File: config.mk
export PLATFORM = sky130hd
export DESIGN_NAME = rw_sequencer
export DESIGN_NICKNAME = d
export VERILOG_FILES = /design/src/rtl/rw_sequencer.sv
export SDC_FILE = /design/constraint.sdc
export NUM_CORES = 1
export LEC_CHECK = 0
export BUFFER_PORTS_ARGS = -buffer_cell sky130_fd_sc_hd__buf_4
export CAP_MARGIN = 20
export CORE_ASPECT_RATIO = 1.75
export CORE_MARGIN = 5
export CORE_UTILIZATION = 55
export DETAILED_ROUTE_END_ITERATION = 12
export GPL_TIMING_DRIVEN = 1
export PLACE_DENSITY = 0.85
export SLEW_MARGIN = 40
export SYNTH_ARGS = -nofsm -noshare
export SYNTH_HDL_FRONTEND = slang
export SYNTH_SLANG_ARGS = --single-unit
export TNS_END_PERCENT = 20
File: constraint.sdc
create_clock -name clock -period 3.3 [get_ports clock]
set_input_delay 0.33 -clock clock [delete_from_list [all_inputs] [get_ports clock]]
set_output_delay 0.33 -clock clock [all_outputs]
set_load 0.01 [all_outputs]
File: src/rtl/rw_sequencer.sv
// rw_sequencer
// Sequences an 8-byte memory read or write as two USB-style sub-transactions:
// an address OUT (mempage on ADDR_ENDP) followed by a data OUT (write) or a
// data IN (read) on DATA_ENDP. Each phase has its own watchdog.
//
// Ports
//   clock, reset_n                : clock, asynchronous active-low reset
//   read_start, write_start       : one-cycle task requests (read wins a tie)
//   mempage, data_in              : task operands, captured on accept
//   busy, finished                : task in progress / one-cycle end pulse
//   read_success, write_success   : outcome, meaningful while finished=1
//   data_out                      : payload of the last successful read
//   out_start/out_endp/out_data   : request to the OUT-transaction block
//   out_done/out_success/out_failure : OUT completion status
//   in_start/in_endp              : request to the IN-transaction block
//   in_done/in_success/in_failure/in_data : IN completion status and data
module rw_sequencer #(
    parameter logic [3:0]  ADDR_ENDP   = 4'd4,
    parameter logic [3:0]  DATA_ENDP   = 4'd8,
    parameter logic [31:0] TIMEOUT_CYC = 32'd100000
) (
    input  logic        clock,
    input  logic        reset_n,
    input  logic        read_start,
    input  logic        write_start,
    input  logic [15:0] mempage,
    input  logic [63:0] data_in,
    output logic        busy,
    output logic        finished,
    output logic        read_success,
    output logic        write_success,
    output logic [63:0] data_out,
    output logic        out_start,
    output logic [3:0]  out_endp,
    output logic [63:0] out_data,
    input  logic        out_done,
    input  logic        out_success,
    input  logic        out_failure,
    output logic        in_start,
    output logic [3:0]  in_endp,
    input  logic        in_done,
    input  logic        in_success,
    input  logic        in_failure,
    input  logic [63:0] in_data
);

    typedef enum logic [2:0] {
        S_IDLE     = 3'd0,
        S_ADDR_OUT = 3'd1,
        S_DATA_OUT = 3'd2,
        S_DATA_IN  = 3'd3,
        S_FINISH   = 3'd4
    } state_t;

    state_t      state_q, state_d;
    logic        busy_q, busy_d;
    logic        finished_q, finished_d;
    logic        rd_ok_q, rd_ok_d;
    logic        wr_ok_q, wr_ok_d;
    logic [63:0] data_out_q, data_out_d;
    logic        out_start_q, out_start_d;
    logic [3:0]  out_endp_q, out_endp_d;
    logic [63:0] out_data_q, out_data_d;
    logic        in_start_q, in_start_d;
    logic [3:0]  in_endp_q, in_endp_d;
    logic        is_write_q, is_write_d;
    logic [63:0] wdata_q, wdata_d;
    logic [31:0] wd_q, wd_d;

    logic        out_good_s;
    logic        in_good_s;
    logic        timeout_s;
    logic [31:0] wd_inc_s;
    logic        enter_finish_s;

    // A completion is good only with success set and failure clear.
    assign out_good_s = out_done & out_success & ~out_failure;
    assign in_good_s  = in_done & in_success & ~in_failure;
    assign timeout_s  = (wd_q == (TIMEOUT_CYC - 32'd1));
    assign wd_inc_s   = (wd_q == 32'hFFFF_FFFF) ? wd_q : (wd_q + 32'd1);

    // Next-state and next-output logic.
    always_comb begin
        state_d        = state_q;
        busy_d         = busy_q;
        finished_d     = 1'b0;
        rd_ok_d        = 1'b0;
        wr_ok_d        = 1'b0;
        data_out_d     = data_out_q;
        out_start_d    = 1'b0;
        out_endp_d     = out_endp_q;
        out_data_d     = out_data_q;
        in_start_d     = 1'b0;
        in_endp_d      = in_endp_q;
        is_write_d     = is_write_q;
        wdata_d        = wdata_q;
        wd_d           = wd_inc_s;
        enter_finish_s = 1'b0;

        case (state_q)
            S_IDLE: begin
                wd_d   = 32'd0;
                busy_d = 1'b0;
                if (read_start || write_start) begin
                    busy_d      = 1'b1;
                    is_write_d  = ~read_start;
                    wdata_d     = data_in;
                    state_d     = S_ADDR_OUT;
                    out_start_d = 1'b1;
                    out_endp_d  = ADDR_ENDP;
                    out_data_d  = {48'd0, mempage};
                end else begin
                    state_d = S_IDLE;
                end
            end
            // The start cycle of each phase (start flop high) ignores done.
            S_ADDR_OUT: begin
                if (!out_start_q && out_done) begin
                    if (out_good_s) begin
                        wd_d = 32'd0;
                        if (is_write_q) begin
                            state_d     = S_DATA_OUT;
                            out_start_d = 1'b1;
                            out_endp_d  = DATA_ENDP;
                            out_data_d  = wdata_q;
                        end else begin
                            state_d    = S_DATA_IN;
                            in_start_d = 1'b1;
                            in_endp_d  = DATA_ENDP;
                            out_endp_d = 4'd0;
                            out_data_d = 64'd0;
                        end
                    end else begin
                        enter_finish_s = 1'b1;
                    end
                end else if (timeout_s) begin
                    enter_finish_s = 1'b1;
                end else begin
                    state_d = S_ADDR_OUT;
                end
            end
            S_DATA_OUT: begin
                if (!out_start_q && out_done) begin
                    enter_finish_s = 1'b1;
                    wr_ok_d        = out_good_s;
                end else if (timeout_s) begin
                    enter_finish_s = 1'b1;
                end else begin
                    state_d = S_DATA_OUT;
                end
            end
            S_DATA_IN: begin
                if (!in_start_q && in_done) begin
                    enter_finish_s = 1'b1;
                    if (in_good_s) begin
                        rd_ok_d    = 1'b1;
                        data_out_d = in_data;
                    end else begin
                        rd_ok_d = 1'b0;
                    end
                end else if (timeout_s) begin
                    enter_finish_s = 1'b1;
                end else begin
                    state_d = S_DATA_IN;
                end
            end
            S_FINISH: begin
                state_d = S_IDLE;
                busy_d  = 1'b0;
                wd_d    = 32'd0;
            end
            default: begin
                state_d = S_IDLE;
                busy_d  = 1'b0;
                wd_d    = 32'd0;
            end
        endcase

        // Common exit path: busy stays high through the finished cycle.
        if (enter_finish_s) begin
            state_d    = S_FINISH;
            finished_d = 1'b1;
            wd_d       = 32'd0;
            out_endp_d = 4'd0;
            out_data_d = 64'd0;
            in_endp_d  = 4'd0;
        end else begin
            finished_d = 1'b0;
        end
    end

    // State, output and operand registers.
    always_ff @(posedge clock or negedge reset_n) begin
        if (!reset_n) begin
            state_q     <= S_IDLE;
            busy_q      <= 1'b0;
            finished_q  <= 1'b0;
            rd_ok_q     <= 1'b0;
            wr_ok_q     <= 1'b0;
            data_out_q  <= 64'd0;
            out_start_q <= 1'b0;
            out_endp_q  <= 4'd0;
            out_data_q  <= 64'd0;
            in_start_q  <= 1'b0;
            in_endp_q   <= 4'd0;
            is_write_q  <= 1'b0;
            wdata_q     <= 64'd0;
            wd_q        <= 32'd0;
        end else begin
            state_q     <= state_d;
            busy_q      <= busy_d;
            finished_q  <= finished_d;
            rd_ok_q     <= rd_ok_d;
            wr_ok_q     <= wr_ok_d;
            data_out_q  <= data_out_d;
            out_start_q <= out_start_d;
            out_endp_q  <= out_endp_d;
            out_data_q  <= out_data_d;
            in_start_q  <= in_start_d;
            in_endp_q   <= in_endp_d;
            is_write_q  <= is_write_d;
            wdata_q     <= wdata_d;
            wd_q        <= wd_d;
        end
    end

    assign busy          = busy_q;
    assign finished      = finished_q;
    assign read_success  = rd_ok_q;
    assign write_success = wr_ok_q;
    assign data_out      = data_out_q;
    assign out_start     = out_start_q;
    assign out_endp      = out_endp_q;
    assign out_data      = out_data_q;
    assign in_start      = in_start_q;
    assign in_endp       = in_endp_q;

endmodule

==> impl_metrics.json <==
{
  "grt_use_met1_pct": 28.40,
  "fin_worst_skew_ns": 0.02037,
  "hold_class": "input pin to flip-flop",
  "drtIter0Drc": 397,
  "hpwl_mm": 18.86,
  "gp_congestion": 0.9636,
  "cp_slowest_cell": "or4_1",
  "firstDrtPassIters": 5,
  "clk_latency_ns": 0.51,
  "grt_pass1_wl_mm": 40.56,
  "fp.dieH_um": 186.2,
  "synth_cells": 740,
  "ctsResizeCount": 0,
  "period_share_pct": 77.46,
  "crit_path_max_fanout": 18,
  "drc": 0,
  "hold_violations": 0,
  "path_clk_slew_ns": 0.07,
  "grt_pass1_vias": 7480,
  "n_fill_cell": 1190,
  "synth-seq-cells": 237,
  "setup_viol": 0,
  "nets": 1176,
  "finalSetupTns_ns": 0,
  "synth_area_per_cell_um2": 13.18,
  "synth_warnings": 0,
  "max_slew_margin_pct": 54.47,
  "path_cells": "ha_1, nand4_2, or4_1, nor3_4, or3_1, a21oi_1",
  "cts_buffer_depth": 3,
  "yosysUniqueCellTypes": 53,
  "pre_cts_ws_ns": 0.7775,
  "synth_async_sr_flop_share_pct": 100.0,
  "hold_path_depth": 2,
  "multi_input_area_um2": 3583,
  "rr_worst_depth": 6,
  "final_cell_mix": "buf_4, dfrtp_1, mux2_2",
  "rows": 64,
  "coreArea_um2": 17460,
  "maxSlewViolCount": 0,
  "syn_to_final_growth_pct": 31.73,
  "synth_area_um2": 9752,
  "cts_max_level": 1,
  "ff2ff_setup_slack_ns": 0.74,
  "die_x_um": 110.7,
  "register_area_um2": 5931,
  "grt_usage_pct": 24.45,
  "overflow": 0,
  "slowest_delay_ns": 0.69,
  "netlist_top_cells_area": "dfrtp_1, mux2_2, a22o_1",
  "ir_worst_vdd_mv": 0.7574,
  "cp-start-kind": "flip-flop",
  "power.density_nw_per_um2": 838.1,
  "dieArea_um2": 20600,
  "worst_pin_slew_ns": 0.6830,
  "yosys.area.top_type": "dfrtp_1",
  "ys_seq_area_share_pct": 60.82,
  "post-route-min-period_ns": 2.556,
  "end_kind": "flip-flop",
  "grt-busiest-layer": "met2",
  "wl_per_cell_um": 20.55,
  "ios": 296,
  "antenna_left": 0,
  "fmax_ghz": 0.3912,
  "vias": 7198,
  "ys.flop_type": "dfrtp_1",
  "cts_sinks": 237,
  "status": "complete, no violations",
  "grt.met2_usage_pct": 44.92,
  "synth_edf_count": 0,
  "worst-endpoint-required_ns": 3.66,
  "crit_type": "flip-flop to flip-flop",
  "gr-usage-met3_pct": 4.824,
  "viasPerCell": 5.677,
  "final_common_cell": "buf_4",
  "ctsRootBufferMaster": "clkbuf_16",
  "grt_max_degree": 94,
  "arrival_ns": 2.92,
  "cts_tree": "built",
  "synth_top_area_share_pct": 60.82,
  "maxCapViolCount": 0,
  "power.leakage_nw": 6.153,
  "wirelength_mm": 26.06,
  "drive_gt1_share_pct": 46.72,
  "portBuffers": 290,
  "cts-buffers-inserted": 21,
  "setup_ws_ns": 0.7439,
  "start_util_pct": 55.86,
  "antenna_found_initial": 0,
  "rsz0062_at_grt": "false"
}
synth_stat cells, drive strengths merged (7+ instances only):
library cell	count
a22o	48
mux2	128
nand4	13
a32o	16
nor4	7
inv	9
or4	10
or3	11
xnor2	7
nand2	17
dfrtp	237
nor2	24
nor3	13
o31ai	7
nand3	25
a21oi	39
nand2b	18
o21ai	14
buf	30
clkbuf	22
worst max-delay path: cells and delay by family (launching register included):
family,cells,cell delay (ns)
AND/OR/NAND/NOR,4,1.62
flip-flops,1,0.44
adder cells (fa/ha/maj),1,0.28
AO/OA/AOI/OAI,1,0.08
power by group:
group	internal, W	switching (W)	leakage (nW)
Sequential	0.00391	0.000625	3.08
Combinational	0.00204	0.00184	2.75
Clock	0.00129	0.00106	0.327
Total	0.00724	0.00353	6.15
worst paths after layout:
kind	to	from
hold / removal	wdata_q[2]	data_in[2]
setup reg to reg	wd_q[5]	wd_q[0]
setup / recovery	wd_q[5]	wd_q[0]
min in group asynchronous	wdata_q[20]	reset_n
hold reg to reg	out_data[34]	wdata_q[34]
max in group asynchronous	out_data[40]	reset_n
kinds of logic (layout without fill, tap and decap cells):
logic type | after synthesis | after routing | synth area share (%)
multiplexers | 130 | 130 | 14.99
other | 1 | 6 | 0.03845
AO/OA/AOI/OAI | 134 | 134 | 9.995
buffers and inverters | 61 | 353 | 2.900
adder cells (fa/ha/maj) | 2 | 2 | 0.2309
XOR/XNOR | 12 | 12 | 1.078
flip-flops | 237 | 237 | 60.82
AND/OR/NAND/NOR | 163 | 163 | 9.957
metal layers:
layer / vias up / share of wire, %
met3: 52 / 6.1
met1: 3611 / 35
met4: 0 / 3.8
met5: - / 0
li1: 3255 / -
met2: 280 / 55
cell type report:
cell class	count	share of cell area, %
Timing Repair Buffer	306	18.27
Inverter	9	0.2630
Multi-Input combinational cell	446	27.90
Antenna cell	1	0.01948
Tap cell	231	2.250
Clock buffer	29	4.714
Sequential cell	237	46.17
Clock inverter	9	0.4188
registers in the layout (all words and copies together), names as in the netlist:
register / cells
wd_q: 32
out_start: 1
state_q: 3
in_endp: 1
is_write_q: 1
data_out: 64
wdata_q: 64
in_start: 1
read_success: 1
out_data: 64
finished: 1
out_endp: 2
write_success: 1
busy: 1
metrics by stage:
step	utilization [%]	hold WS [ns]	instance area, um2	power [W]	instances
global route	73.57	0.03517	12840	0.01135	1267
CTS	73.57	0.03967	12840	0.01084	1267
floorplan	-	0.03441	9767	0.006751	744
global placement	69.68	0.3891	12160	0.008274	1227
finish	73.59	0.05112	12850	0.01077	1268
detailed placement	69.68	0.3892	12160	0.008445	1227
repair_timing:
item,CTS,global route
hold endpoints to repair,91,0
hold buffers,2,0
setup buffers,0,0
Note: power is estimated with default switching activity, not from simulation.
